## src/rtl/exp6_unidade_controle_if.sv

```systemverilog
// ----------------------------------------------------------------------------
// exp6_unidade_controle_if
//   Bundles the signals exchanged between the memory-game control unit and
//   its datapath (plus start request, result flags and debug state code).
//   master : the control unit - consumes status, drives control strobes.
//   slave  : the datapath side - drives status, consumes control strobes.
//   Signals:
//     iniciar, jogada, igual, enderecoIgualSequencia, fimS, controle_timeout
//       status / request inputs to the control unit
//     zeraE, contaE, zeraS, contaS, zeraR, registraR, zeraT, contaT
//       datapath control strobes
//     pronto, acertou, errou, timeout   result flags
//     db_estado                         current state code (debug)
// ----------------------------------------------------------------------------
interface exp6_unidade_controle_if;
    logic       iniciar;
    logic       jogada;
    logic       igual;
    logic       enderecoIgualSequencia;
    logic       fimS;
    logic       controle_timeout;

    logic       zeraE;
    logic       contaE;
    logic       zeraS;
    logic       contaS;
    logic       zeraR;
    logic       registraR;
    logic       zeraT;
    logic       contaT;

    logic       pronto;
    logic       acertou;
    logic       errou;
    logic       timeout;
    logic [3:0] db_estado;

    modport master (
        input  iniciar, jogada, igual, enderecoIgualSequencia, fimS, controle_timeout,
        output zeraE, contaE, zeraS, contaS, zeraR, registraR, zeraT, contaT,
        output pronto, acertou, errou, timeout, db_estado
    );

    modport slave (
        output iniciar, jogada, igual, enderecoIgualSequencia, fimS, controle_timeout,
        input  zeraE, contaE, zeraS, contaS, zeraR, registraR, zeraT, contaT,
        input  pronto, acertou, errou, timeout, db_estado
    );
endinterface

```

## src/rtl/exp6_unidade_controle.sv

```systemverilog
// ----------------------------------------------------------------------------
// exp6_unidade_controle
//   Moore FSM sequencing the memory-game datapath: clears/increments of the
//   address and sequence-limit counters, button-register load, timeout timer
//   control and round/sequence progression. All outputs decode from the state
//   register only.
//   Ports:
//     clock  : system clock, rising edge
//     reset  : asynchronous, active-low; forces state inicial
//     ctrl   : exp6_unidade_controle_if.master (status in, strobes/flags out)
//   Parameters:
//     HAS_TIMEOUT : 0 ignores controle_timeout (game never ends by timeout)
// ----------------------------------------------------------------------------
module exp6_unidade_controle #(
    parameter bit HAS_TIMEOUT = 1'b1
) (
    input  logic                           clock,
    input  logic                           reset,
    exp6_unidade_controle_if.master        ctrl
);

    localparam logic [3:0] INICIAL           = 4'h0;
    localparam logic [3:0] PREPARACAO        = 4'h1;
    localparam logic [3:0] INICIO_RODADA     = 4'h2;
    localparam logic [3:0] ESPERA_JOGADA     = 4'h3;
    localparam logic [3:0] REGISTRA          = 4'h4;
    localparam logic [3:0] COMPARACAO        = 4'h5;
    localparam logic [3:0] PROXIMO           = 4'h6;
    localparam logic [3:0] PROXIMA_SEQUENCIA = 4'h7;
    localparam logic [3:0] FIM_ACERTOU       = 4'hA;
    localparam logic [3:0] FIM_TIMEOUT       = 4'hD;
    localparam logic [3:0] FIM_ERROU         = 4'hE;

    logic [3:0] estado;
    logic [3:0] proximo_estado;

    // NOTE: state registers use non-blocking assignments so every flop samples
    // pre-edge values; blocking here would create order-dependent simulation.
    always_ff @(posedge clock or negedge reset) begin
        if (!reset) begin
            estado <= INICIAL;
        end else begin
            estado <= proximo_estado;
        end
    end

    // Next-state logic. A jogada pulse outside espera_jogada is simply not
    // looked at, so it is never remembered.
    always_comb begin
        // NOTE: default assignment first so no path leaves the signal unassigned
        // (which would infer a latch).
        proximo_estado = INICIAL;
        case (estado)
            INICIAL:           proximo_estado = ctrl.iniciar ? PREPARACAO : INICIAL;
            PREPARACAO:        proximo_estado = INICIO_RODADA;
            INICIO_RODADA:     proximo_estado = ESPERA_JOGADA;
            ESPERA_JOGADA: begin
                // A press wins over a timeout arriving in the same cycle.
                if (ctrl.jogada)
                    proximo_estado = REGISTRA;
                else if (HAS_TIMEOUT && ctrl.controle_timeout)
                    proximo_estado = FIM_TIMEOUT;
                else
                    proximo_estado = ESPERA_JOGADA;
            end
            REGISTRA:          proximo_estado = COMPARACAO;
            COMPARACAO: begin
                if (!ctrl.igual)
                    proximo_estado = FIM_ERROU;
                else if (ctrl.enderecoIgualSequencia && ctrl.fimS)
                    proximo_estado = FIM_ACERTOU;
                else if (ctrl.enderecoIgualSequencia)
                    proximo_estado = PROXIMA_SEQUENCIA;
                else
                    proximo_estado = PROXIMO;
            end
            PROXIMO:           proximo_estado = ESPERA_JOGADA;
            PROXIMA_SEQUENCIA: proximo_estado = INICIO_RODADA;
            FIM_ACERTOU:       proximo_estado = ctrl.iniciar ? PREPARACAO : FIM_ACERTOU;
            FIM_ERROU:         proximo_estado = ctrl.iniciar ? PREPARACAO : FIM_ERROU;
            FIM_TIMEOUT:       proximo_estado = ctrl.iniciar ? PREPARACAO : FIM_TIMEOUT;
            default:           proximo_estado = INICIAL;  // unused codes recover
        endcase
    end

    // Moore output decode. contaT is asserted only while waiting for a press,
    // so the timer freezes while a press is being evaluated.
    always_comb begin
        ctrl.zeraE     = 1'b0;
        ctrl.contaE    = 1'b0;
        ctrl.zeraS     = 1'b0;
        ctrl.contaS    = 1'b0;
        ctrl.zeraR     = 1'b0;
        ctrl.registraR = 1'b0;
        ctrl.zeraT     = 1'b0;
        ctrl.contaT    = 1'b0;
        ctrl.pronto    = 1'b0;
        ctrl.acertou   = 1'b0;
        ctrl.errou     = 1'b0;
        ctrl.timeout   = 1'b0;
        case (estado)
            PREPARACAO: begin
                ctrl.zeraE = 1'b1;
                ctrl.zeraS = 1'b1;
                ctrl.zeraR = 1'b1;
                ctrl.zeraT = 1'b1;
            end
            INICIO_RODADA: begin
                ctrl.zeraE = 1'b1;
                ctrl.zeraT = 1'b1;
            end
            ESPERA_JOGADA:     ctrl.contaT = 1'b1;
            // Loading here lets the button register and the synchronous ROM
            // output both be stable during comparacao.
            REGISTRA:          ctrl.registraR = 1'b1;
            PROXIMO: begin
                ctrl.contaE = 1'b1;
                ctrl.zeraT  = 1'b1;
            end
            PROXIMA_SEQUENCIA: ctrl.contaS = 1'b1;
            FIM_ACERTOU: begin
                ctrl.pronto  = 1'b1;
                ctrl.acertou = 1'b1;
            end
            FIM_ERROU: begin
                ctrl.pronto = 1'b1;
                ctrl.errou  = 1'b1;
            end
            FIM_TIMEOUT: begin
                ctrl.pronto  = 1'b1;
                ctrl.errou   = 1'b1;
                ctrl.timeout = 1'b1;
            end
            default: ;
        endcase
    end

    assign ctrl.db_estado = estado;

endmodule

```

## src/flat_wrapper.sv

```systemverilog
// flat-port wrapper written by rule: the top's interface ports become plain ports
module exp6_unidade_controle_flat 
#(
    parameter bit HAS_TIMEOUT = 1'b1
)
  (clock, reset, ctrl_iniciar, ctrl_jogada, ctrl_igual, ctrl_enderecoIgualSequencia, ctrl_fimS, ctrl_controle_timeout, ctrl_zeraE, ctrl_contaE, ctrl_zeraS, ctrl_contaS, ctrl_zeraR, ctrl_registraR, ctrl_zeraT, ctrl_contaT, ctrl_pronto, ctrl_acertou, ctrl_errou, ctrl_timeout, ctrl_db_estado);
  exp6_unidade_controle_if ctrl_i ();
  input  logic clock;
  input  logic reset;
  input wire logic [$bits(ctrl_i.iniciar)-1:0] ctrl_iniciar;
  input wire logic [$bits(ctrl_i.jogada)-1:0] ctrl_jogada;
  input wire logic [$bits(ctrl_i.igual)-1:0] ctrl_igual;
  input wire logic [$bits(ctrl_i.enderecoIgualSequencia)-1:0] ctrl_enderecoIgualSequencia;
  input wire logic [$bits(ctrl_i.fimS)-1:0] ctrl_fimS;
  input wire logic [$bits(ctrl_i.controle_timeout)-1:0] ctrl_controle_timeout;
  output wire logic [$bits(ctrl_i.zeraE)-1:0] ctrl_zeraE;
  output wire logic [$bits(ctrl_i.contaE)-1:0] ctrl_contaE;
  output wire logic [$bits(ctrl_i.zeraS)-1:0] ctrl_zeraS;
  output wire logic [$bits(ctrl_i.contaS)-1:0] ctrl_contaS;
  output wire logic [$bits(ctrl_i.zeraR)-1:0] ctrl_zeraR;
  output wire logic [$bits(ctrl_i.registraR)-1:0] ctrl_registraR;
  output wire logic [$bits(ctrl_i.zeraT)-1:0] ctrl_zeraT;
  output wire logic [$bits(ctrl_i.contaT)-1:0] ctrl_contaT;
  output wire logic [$bits(ctrl_i.pronto)-1:0] ctrl_pronto;
  output wire logic [$bits(ctrl_i.acertou)-1:0] ctrl_acertou;
  output wire logic [$bits(ctrl_i.errou)-1:0] ctrl_errou;
  output wire logic [$bits(ctrl_i.timeout)-1:0] ctrl_timeout;
  output wire logic [$bits(ctrl_i.db_estado)-1:0] ctrl_db_estado;
  assign ctrl_i.iniciar = ctrl_iniciar;
  assign ctrl_i.jogada = ctrl_jogada;
  assign ctrl_i.igual = ctrl_igual;
  assign ctrl_i.enderecoIgualSequencia = ctrl_enderecoIgualSequencia;
  assign ctrl_i.fimS = ctrl_fimS;
  assign ctrl_i.controle_timeout = ctrl_controle_timeout;
  assign ctrl_zeraE = ctrl_i.zeraE;
  assign ctrl_contaE = ctrl_i.contaE;
  assign ctrl_zeraS = ctrl_i.zeraS;
  assign ctrl_contaS = ctrl_i.contaS;
  assign ctrl_zeraR = ctrl_i.zeraR;
  assign ctrl_registraR = ctrl_i.registraR;
  assign ctrl_zeraT = ctrl_i.zeraT;
  assign ctrl_contaT = ctrl_i.contaT;
  assign ctrl_pronto = ctrl_i.pronto;
  assign ctrl_acertou = ctrl_i.acertou;
  assign ctrl_errou = ctrl_i.errou;
  assign ctrl_timeout = ctrl_i.timeout;
  assign ctrl_db_estado = ctrl_i.db_estado;
  exp6_unidade_controle #(.HAS_TIMEOUT(HAS_TIMEOUT)) u_core (.clock(clock), .reset(reset), .ctrl(ctrl_i));
endmodule
```

## config.mk

```make
export PLATFORM = sky130hd
export DESIGN_NAME = exp6_unidade_controle_flat
export DESIGN_NICKNAME = d
export VERILOG_FILES = /design/src/rtl/exp6_unidade_controle_if.sv /design/src/rtl/exp6_unidade_controle.sv /design/src/flat_wrapper.sv
export SDC_FILE = /design/constraint.sdc
export NUM_CORES = 1
export LEC_CHECK = 0
export ABC_AREA = 1
export CAP_MARGIN = 20
export CORE_AREA = 3 3 40 42
export CTS_CLUSTER_SIZE = 40
export DETAILED_ROUTE_END_ITERATION = 6
export DIE_AREA = 0 0 43 45
export GPL_TIMING_DRIVEN = 0
export PLACE_DENSITY_LB_ADDON = 0.3
export SLEW_MARGIN = 20
export SYNTH_ARGS = -nofsm -noshare
export SYNTH_HDL_FRONTEND = slang
export SYNTH_SLANG_ARGS = --single-unit
export TNS_END_PERCENT = 100
```

## constraint.sdc

```tcl
create_clock -name clock -period 1.49 [get_ports clock]
set_clock_uncertainty 0.2 [all_clocks]
set_input_delay 0.298 -clock clock [delete_from_list [all_inputs] [get_ports clock]]
set_output_delay 0.298 -clock clock [all_outputs]
set_load 0.01 [all_outputs]
```

* Word-level counts from Yosys, hierarchy flattened *
Cells that the tools add are included.
W data, S select, Z words.

word-level totals
  output and inout bits = 16
  register bits after elaboration = 4

operators by class
  mux-type cells = 21
  reductions and logical operators = 8
  equality and inequality tests = 10

operator list
  kind                  number
  $pmux W4 S9           1
  $mux W4               7
  $eq A4 B3 Y1 const B  4
  $mux W1               13
  $eq A4 B4 Y1 const B  3
  $eq A4 B2 Y1 const B  2
  $reduce_or A2 Y1      4
  $reduce_or A3 Y1      2
  $eq A4 B1 Y1 const B  1
  $logic_not A4 Y1      1
  $logic_and A1 B1 Y1   1

* Logic depth before layout (Yosys ltp) *
Gate-level depths: netlist of run 1.

  depth after elaboration = 4
  mapped depth = 7
  mapped depth without buffers = 7

* Least setup slack after synthesis of run 1 *
Ideal clock, no wire load.

  path type = register to output
  start = reg u_core.estado[2], in the netlist u_core.ctrl.db_estado[2]
  end = out ctrl_zeraS
  stages on the path, launching flop included = 5
  required time = 0.992 ns
  path buffers = 1
  arrival = 1.092 ns
  path slack = -0.100 ns
  cell sequence = dfrtp_1 -> nor2_1 -> nand2_1 -> inv_1 -> buf_4

on the way
  longest elaborated chain between the ends = 2

ends and longest elaborated chain
  what                    RTL line                     text
  start, declared         exp6_unidade_controle.sv:34  logic [3:0] estado;
  start signal, assigned  exp6_unidade_controle.sv:43  estado <= proximo_estado;
  $eq A4 B1 Y1            n/a
  $mux W1                 n/a
  end, declared           flat_wrapper.sv:18           output wire logic [$bits(ctrl_i.zeraS)-1:0] ctrl_zeraS;

Every way passes these cells.

* Worst setup path after layout of run 1 *
  start = reg u_core.estado[0], in the netlist u_core.ctrl.db_estado[0]
  end = out ctrl_zeraT

on the way
  longest elaborated chain between the ends = 3

ends and longest elaborated chain
  what                                        RTL line                      text
  $eq A4 B1 Y1, or another cell as far along  exp6_unidade_controle.sv:101  case (estado)
  $reduce_or A3 Y1 (no source line) (*)       n/a
  $mux W1 (*)                                 exp6_unidade_controle.sv:101
  end, declared                               flat_wrapper.sv:22            output wire logic [$bits(ctrl_i.zeraT)-1:0] ctrl_zeraT;

Mark *: on every way between the ends. The rest lies on a longest branch, timed or not.

==> results.yml, run 1 <==
cts:
  cts_tree: "yes"
  clkTransAtPathRegs_ps: 50
  clk_path_buf_depth: 2
  cts_root_buf: "clkbuf_4"
  cts_sinks: 4
  cts_hold_buf: 0
  cts_buffers: 3
  insertion_delay_ps: 240
  cts_max_level: 1
synth:
  syn_area_um2: 429.2
  ys_seq_area_share_pct: 23.32
  synthXorXnorAreaFrac_pct: 0
  synth_compound_area_share_pct: 2.332
  avgSynthCellArea_um2: 5.365
  synth_edf_count: 0
  synth.net_count: 88
  netlist-cell-type-count: 14
  synthCells: 80
  yosysTopAreaCell: "nand2_1"
  synth_top_family_by_area: "simple AND/OR/NAND/NOR gates"
  async_flop_share_pct: 100.0
  muxShareOfSynthArea_pct: 0
  synth_common_cells: "28 x nand2_1, 14 x inv_1, 13 x nor2_1"
  synth_area_leaders: "nand2_1 24%, dfrtp_1 23%, inv_1 12%"
  synthAdderAreaFrac_pct: 0
  ys_ff_latch: 4
  synth_warnings: 0
  synth_top_area_share_pct: 24.49
  yosys.area_share.simple_pct: 59.48
  synthMostInstantiatedCell: "nand2_1"
  synthFlopType: "dfrtp_1"
run_status:
  violations: "setup timing"
  status: "finished with violations"
worst_setup_path:
  cp_top_family: "flip-flops"
  r2r_cells: 7
  cp-end-kind: "output port"
  slowest_stage: "dfrtp_2"
  startpoint_type: "flip-flop"
  worstSetupPathType: "flip-flop to output port"
  worst_ep_arrival_time_ps: 1300
  crit_buf_inv: 2
  r2r-end: "u_core.ctrl.db_estado[2]"
  rr_startpoint: "u_core.ctrl.db_estado[0]"
  required_ps: 990
  critPathMaxFanout: 6
  max_stage_delay_ps: 430
  crit_chain: "buf_6 > nor2_4 > nand2_2 > nand3_1 > buf_2"
  ff2ff_setup_slack_ps: 40
power:
  power_density_nw_per_um2: 1908
  worst_ir_drop_vdd_uv: 769.1
  power_mw: 1.681
  p_leak_nw: 0.5016
floorplan:
  die_x_um: 43
  row_count: 13
  dieArea_um2: 1935
  die_h_um: 45
  start_util_pct: 33.40
  ios: 24
  core_um2: 1285
drt:
  antenna_left: 0
  drc_errors: 0
  viasPerCell: 4.766
  wl_per_cell_um: 12.05
  vias: 653
  wl_um: 1651
  drt-initial-drc-count: 25
  first_pass_iters: 4
final_layout:
  fin_util_pct: 68.55
  fillers: 103
  final_area_um2: 880.8
  antenna_cells: 0
  area_growth_pct: 105.2
  drive_gt1_share_pct: 50.00
  largest_reg_flops: 4
  finalNetCount: 131
sta:
  hold_violations: 0
  timing.hold.ws_ps: 52.64
  max_freq_mhz: 556.6
  tightestPinTransition_ps: 209.2
  slew_violations: 0
  relSlewSlack_pct: 86.02
  setup_ws_ps: -306.6
  rsz0062_at_grt: "true"
  setup_viol: 13
  layout_worst_path_cycle_share_pct: 120.6
  layout_min_cycle_time_ps: 1797
job:
  maxCapViolations: 0
hold_path:
  hp-class: "input port to async pin"
placement:
  place_congestion: 0.7778
  place.port_buffers: 23
  hpwl_um: 967.5
  place_area_um2: 686.9
grt:
  grt_pass1_wl_um: 2263
  track_usage_pct: 15.58
  grt_antenna_before_repair: 0
  grt_max_degree: 7
  grt_pass1_vias: 573
  grt-ovfl-total: 0
repair_timing:
| action | CTS | global route |
|---|---|---|
| buffers inserted | 12 | 3 |
| pin swaps | 9 | 10 |
| resized for setup | 73 | 21 |
| endpoints found under the setup margin | 16 | 15 |
cell families after synthesis:
kind of cell           after synthesis
AOI/OAI and AO/OA                    2
buffers and inverters               16
DFF                                  4
and+or+nand+nor                     58
how the worst max path moves through the flow:
stage / from / end / slack, ps / cells past startpoint
2_1_floorplan: u_core.ctrl.db_estado[2] / ctrl_zeraS / 10 / 4
3_3_place_gp: u_core.ctrl.db_estado[2] / ctrl_zeraS / -470 / 5
3_5_place_dp: u_core.ctrl.db_estado[2] / ctrl_zeraS / -490 / 5
4_1_cts: u_core.ctrl.db_estado[1] / ctrl_zeraT / -300 / 6
5_1_grt: u_core.ctrl.db_estado[0] / ctrl_zeraT / -370 / 5
6_report: u_core.ctrl.db_estado[0] / ctrl_zeraT / -310 / 5
power by group:
part,internal (mW),leakage (nW),switching [mW]
clock network,0.101,0.0150,0.0498
logic,0.634,0.441,0.641
registers,0.165,0.0457,0.0900
total,0.900,0.502,0.780
metal layers:
layer | share of wire (%) | global-route usage [%]
met5 | 0 | 0
met3 | 8.5 | 6.773
met4 | 0 | 4.217
met1 | 40 | 16.67
met2 | 51 | 28.14
placed cells by master (no fill, tap or decap), types with 2 or more instances in the layout:
cell,Yosys,layout
nand3_2,1,2
nand4_1,2,2
nor2_1,13,9
nand3_1,8,7
buf_2,0,6
inv_4,0,2
inv_1,14,9
clkdlybuf4s50_1,0,7
clkbuf_4,0,3
buf_4,1,10
nor2_2,3,2
inv_2,1,4
clkdlybuf4s15_1,0,2
dfrtp_2,0,4
nand2_2,2,10
buf_6,0,12
nand2_1,28,20
nor2_4,0,5
stage by stage:
step | worst slack [ps] | instances | TNS, ps
final | -306.6 | 137 | -2906
after global routing | -365.8 | 137 | -3742
after CTS | -300.5 | 134 | -2837
after detailed placement | -486.2 | 118 | -5247
after global placement | -466.7 | 118 | -5010
after floorplan | 14.59 | 80 | 0
area by class of cell:
| type | instances | area (um^2) | area share (%) |
|---|---|---|---|
| well taps | 15 | 18.77 | 2.131 |
| clock buffers | 4 | 26.28 | 2.983 |
| plain buffers | 1 | 11.26 | 1.278 |
| repair buffers | 38 | 332.8 | 37.78 |
| multi-input cells | 60 | 325.3 | 36.93 |
| inverters | 15 | 61.31 | 6.960 |
| flip-flops and latches | 4 | 105.1 | 11.93 |
Note: power is estimated with default switching activity, not from simulation.
==> run 2: changes to the inputs <==
--- a/config.mk
+++ b/config.mk
@@ -5,7 +5,6 @@
 export SDC_FILE = /design/constraint.sdc
 export NUM_CORES = 1
 export LEC_CHECK = 0
-export ABC_AREA = 1
 export CAP_MARGIN = 20
 export CORE_AREA = 3 3 40 42
 export CTS_CLUSTER_SIZE = 40
==> run 2 against run 1 <==
Net effect:
- the flow still finishes with violations (setup timing)
- clock power increased by 4%
- via count decreased by 4.0%
- hold slack improved by 1.8 ps
- critical path type unchanged
- largest power group unchanged
==> results.yml, run 2 <==
drt:
  viasPerCell: 5.225
  drc_errors: 0
  wl_um: 2024
  drt-initial-drc-count: 2
  vias: 627
  antenna_left: 0
  first_pass_iters: 3
  wl_per_cell_um: 16.87
worst_setup_path:
  startpoint_type: "flip-flop"
  r2r_cells: 7
  rr_startpoint: "u_core.ctrl.db_estado[0]"
  cp_top_family: "buffers and inverters"
  required_ps: 990
  max_stage_delay_ps: 410
  crit_chain: "buf_6 > buf_4 > a21boi_4 > nor2_1 > buf_2"
  crit_buf_inv: 3
  ff2ff_setup_slack_ps: -110
  r2r-end: "u_core.ctrl.db_estado[2]"
  startpoint: "u_core.ctrl.db_estado[2]"
  slowest_stage: "dfrtp_2"
  worstSetupPathType: "flip-flop to output port"
  worst_ep_arrival_time_ps: 1290
  path_depth: 5
  crit_end: "ctrl_pronto"
  cp-end-kind: "output port"
  critPathMaxFanout: 5
synth:
  netlist-cell-type-count: 27
  muxShareOfSynthArea_pct: 0
  synth.net_count: 60
  synthMostInstantiatedCell: "nor2_1"
  synthFlopType: "dfrtp_1"
  syn_area_um2: 455.4
  ys_ff_latch: 4
  synth_edf_count: 0
  synth_warnings: 0
  synthCells: 52
  synth_top_family_by_area: "simple AND/OR/NAND/NOR gates"
  yosysTopAreaCell: "dfrtp_1"
  synthXorXnorAreaFrac_pct: 0
  avgSynthCellArea_um2: 8.758
  ys_seq_area_share_pct: 21.98
  synth_top_area_share_pct: 21.98
  synthAdderAreaFrac_pct: 0
  synth_compound_area_share_pct: 32.69
  yosys.area_share.simple_pct: 32.97
  async_flop_share_pct: 100.0
  synth_common_cells: "6 x nor2_1, 4 x dfrtp_1, 4 x nand2_1, 4 x nor3_1"
  synth_area_leaders: "dfrtp_1 22%, nand2b_4 9.1%, buf_6 7.4%"
floorplan:
  row_count: 13
  dieArea_um2: 1935
  core_um2: 1285
  start_util_pct: 35.44
  ios: 24
  die_h_um: 45
  die_x_um: 43
sta:
  max_freq_mhz: 559.8
  tightestPinTransition_ps: 274.7
  layout_worst_path_cycle_share_pct: 119.9
  hold_violations: 0
  slew_violations: 0
  layout_min_cycle_time_ps: 1786
  relSlewSlack_pct: 81.66
  setup_ws_ps: -296.2
  timing.hold.ws_ps: 54.47
  rsz0062_at_grt: "true"
  setup_viol: 15
  fin_tns_setup_ps: -3198
final_layout:
  final_area_um2: 1016
  fin_cells: 120
  antenna_cells: 0
  layout_common_cells: "21 x buf_6, 14 x buf_4, 11 x buf_2"
  layout_commonest_cell: "buf_6"
  area_growth_pct: 123.1
  fillers: 84
  finalNetCount: 114
  fin_util_pct: 79.07
  drive_gt1_share_pct: 69.52
  largest_reg_flops: 4
run_status:
  violations: "setup timing"
  status: "finished with violations"
placement:
  place_ws_ps: -477.7
  place.port_buffers: 23
  place_congestion: 0.7225
  hpwl_um: 927.1
  place_area_um2: 729.5
  dpl.cell_count: 90
cts:
  cts_sinks: 4
  insertion_delay_ps: 250
  cts_max_level: 1
  clk_path_buf_depth: 2
  cts_root_buf: "clkbuf_4"
  cts_tree: "yes"
  cts_buffers: 3
  clkTransAtPathRegs_ps: 40
hold_path:
  hp-class: "input port to async pin"
grt:
  grt_max_degree: 9
  grt_pass1_wl_um: 2960
  grt_pass1_vias: 616
  grt_antenna_before_repair: 0
  grt-ovfl-total: 0
  track_usage_pct: 21.93
power:
  power_density_nw_per_um2: 2219
  worst_ir_drop_vdd_uv: 1190
  power_mw: 2.254
  p_leak_nw: 0.4760
job:
  maxCapViolations: 0
run 2: power by group:
part / internal [mW] / switching (mW) / total [mW]
registers: 0.160 / 0.0469 / 0.207
logic: 1.04 / 0.851 / 1.89
clock network: 0.101 / 0.0554 / 0.157
run 2: logic make-up (layout without fill, tap and decap cells):
| group | count (synthesis) | after routing |
|---|---|---|
| simple gates | 23 | 23 |
| compound gates | 18 | 18 |
| buf+inv | 7 | 60 |
| flops | 4 | 4 |
run 2: cell type report:
cell class / instances / area [um^2] / area share (%)
inverters: 2 / 11.26 / 1.108
flip-flops and latches: 4 / 101.3 / 9.975
well taps: 15 / 18.77 / 1.847
repair buffers: 49 / 422.9 / 41.63
clock buffers: 4 / 26.28 / 2.586
multi-input cells: 41 / 382.9 / 37.68
plain buffers: 5 / 52.55 / 5.172
run 2: layer usage:
metal / vias to the layer above / GRT usage, % / wire length (um)
met5: - / 0 / 0
met4: 0 / 14.46 / 85
met3: 11 / 8.367 / 108
met2: 24 / 36.53 / 1042
met1: 292 / 23.24 / 787
li1: 300 / - / -
run 2: worst min-delay path by stage:
stage	from	endpoint	depth (start not counted)
after floorplan	reset	u_core.ctrl.db_estado[0]	0
after global placement	reset	u_core.ctrl.db_estado[3]	1
after detailed placement	reset	u_core.ctrl.db_estado[3]	1
after CTS	reset	u_core.ctrl.db_estado[3]	1
after global routing	reset	u_core.ctrl.db_estado[3]	1
final	reset	u_core.ctrl.db_estado[3]	1
run 2: repair_timing:
item                                    4_1_cts  5_1_grt
buffers inserted                             22        5
resized for setup                            78       15
hold buffers                                  0        0
endpoints found under the setup margin       16       17
pin swaps                                     5       11
==> run 3: changes to the inputs <==
--- a/config.mk
+++ b/config.mk
@@ -6,10 +6,10 @@
 export NUM_CORES = 1
 export LEC_CHECK = 0
 export CAP_MARGIN = 20
-export CORE_AREA = 3 3 40 42
+export CORE_MARGIN = 3
+export CORE_UTILIZATION = 33
 export CTS_CLUSTER_SIZE = 40
 export DETAILED_ROUTE_END_ITERATION = 6
-export DIE_AREA = 0 0 43 45
 export GPL_TIMING_DRIVEN = 0
 export PLACE_DENSITY_LB_ADDON = 0.3
 export SLEW_MARGIN = 20
==> constraint.sdc (replaced) <==
create_clock -name clock -period 1.5 [get_ports clock]
set_clock_uncertainty 0.2 [all_clocks]
set_input_delay 0.3 -clock clock [delete_from_list [all_inputs] [get_ports clock]]
set_output_delay 0.3 -clock clock [all_outputs]
set_load 0.01 [all_outputs]
==> run 3 against run 2 <==
Net effect:
- the flow still finishes with violations (setup timing)
- combinational power down 2%
- cell area decreased by 2.2%
- register-to-register slack barely moved
- first-iteration DRC count rose to 5.0 times the previous value
- utilization increased by 3.6 points
- final cell count shrank 1.7%
- global-route usage shrank 2.2 points
- largest cell class unchanged
==> results.yml, run 3 (same netlist as run 2, synthesis figures left out) <==
grt:
  grt_max_degree: 10
  grt_antenna_before_repair: 0
  grt_pass1_vias: 599
  grt_pass1_wl_um: 2697
  track_usage_pct: 19.69
  grt-ovfl-total: 0
worst_setup_path:
  worst_ep_arrival_time_ps: 1310
  startpoint_type: "flip-flop"
  rr_startpoint: "u_core.ctrl.db_estado[1]"
  ff2ff_setup_slack_ps: -100
  r2r-end: "u_core.ctrl.db_estado[0]"
  required_ps: 1000
  worstSetupPathType: "flip-flop to output port"
  r2r_cells: 6
  critPathMaxFanout: 4
  cp-end-kind: "output port"
final_layout:
  drive_gt1_share_pct: 67.31
  area_growth_pct: 118.1
  antenna_cells: 0
  layout_common_cells: "19 x buf_6, 13 x buf_4, 12 x buf_2"
  fillers: 76
  finalNetCount: 113
  layout_commonest_cell: "buf_6"
  largest_reg_flops: 4
floorplan:
  row_count: 12
  dieArea_um2: 1862
  die_h_um: 43.15
  die_x_um: 43.15
  core_um2: 1201
  start_util_pct: 37.92
  ios: 24
drt:
  wl_um: 2097
  vias: 672
  first_pass_iters: 4
  drc_errors: 0
  antenna_left: 0
  drt-initial-drc-count: 10
  wl_per_cell_um: 17.77
  viasPerCell: 5.695
sta:
  layout_min_cycle_time_ps: 1812
  setup_viol: 15
  tightestPinTransition_ps: 270.7
  rsz0062_at_grt: "true"
  setup_ws_ps: -312.2
  slew_violations: 0
  max_freq_mhz: 551.8
  relSlewSlack_pct: 81.67
  fin_tns_setup_ps: -3123
  layout_worst_path_cycle_share_pct: 120.8
  hold_violations: 0
cts:
  clkTransAtPathRegs_ps: 40
  cts_max_level: 1
  insertion_delay_ps: 250
  cts_root_buf: "clkbuf_4"
  cts_sinks: 4
  cts_buffers: 3
  clk_path_buf_depth: 2
  cts_tree: "yes"
job:
  maxCapViolations: 0
placement:
  place.port_buffers: 23
  place_ws_ps: -471.2
  hpwl_um: 934.5
  place_congestion: 0.7162
run_status:
  status: "finished with violations"
  violations: "setup timing"
power:
  worst_ir_drop_vdd_uv: 1551
  power_density_nw_per_um2: 2231
  p_leak_nw: 0.4643
hold_path:
  hp-class: "input port to async pin"
## run 3: critical path, cell delays in order, from the launching register on
cell and delay [ps]:
dfrtp_1 390, buf_6 140, nand2b_4 90, buf_6 130
a211oi_2 160, buf_2 160
## run 3: how the worst max path moves through the flow
stage / depth (start not counted) / startpoint / endpoint / slack [ps]
floorplan: 3 / u_core.ctrl.db_estado[2] / ctrl_zeraS / -10
global placement: 5 / u_core.ctrl.db_estado[2] / ctrl_zeraT / -470
detailed placement: 4 / u_core.ctrl.db_estado[2] / ctrl_zeraS / -470
CTS: 5 / u_core.ctrl.db_estado[0] / ctrl_zeraE / -290
global route: 5 / u_core.ctrl.db_estado[0] / ctrl_zeraE / -360
finish: 5 / u_core.ctrl.db_estado[0] / ctrl_zeraE / -310
## run 3: per-stage QoR
stage               cell area [um^2]  hold slack (ps)  utilization [%]  instances  power, mW
finish                         993.5            70.93            82.71        118      2.216
global route                   993.5            64.80            82.71        118      2.321
global placement               724.4            313.7            60.31         89      1.377
detailed placement             724.4            317.1            60.31         89      1.390
floorplan                      476.7           -195.6                -         52     0.9553
CTS                            897.1            57.55            74.69        113      1.903
## run 3: layout make-up
cell class	instances	area, um^2	share of cell area, %
Clock buffer	4	26.28	2.645
Buffer	5	56.30	5.668
Multi-Input combinational cell	41	371.6	37.41
Timing Repair Buffer	48	409.1	41.18
Tap cell	14	17.52	1.763
Inverter	2	11.26	1.134
Sequential cell	4	101.3	10.20
## run 3: metal layers
metal | wire [um] | track usage [%] | vias to the layer above
li1 | - | - | 296
met3 | 125 | 5.085 | 10
met4 | 78 | 9.036 | 0
met1 | 842 | 20.90 | 332
met5 | 0 | 0 | -
met2 | 1051 | 35.40 | 34
## run 3: repair_timing
item | CTS | global route
gates resized for setup | 79 | 14
cloned | 1 | 0
pin swaps | 8 | 9
setup endpoints to repair | 16 | 17
hold buffers | 0 | 0
setup buffers | 19 | 7
## run 3: power breakdown
| group | internal (mW) | switching [mW] | leakage (nW) |
|---|---|---|---|
| logic | 1.01 | 0.835 | 0.401 |
| clock network | 0.101 | 0.0589 | 0.0150 |
| registers | 0.159 | 0.0520 | 0.0482 |
| total | 1.27 | 0.946 | 0.464 |
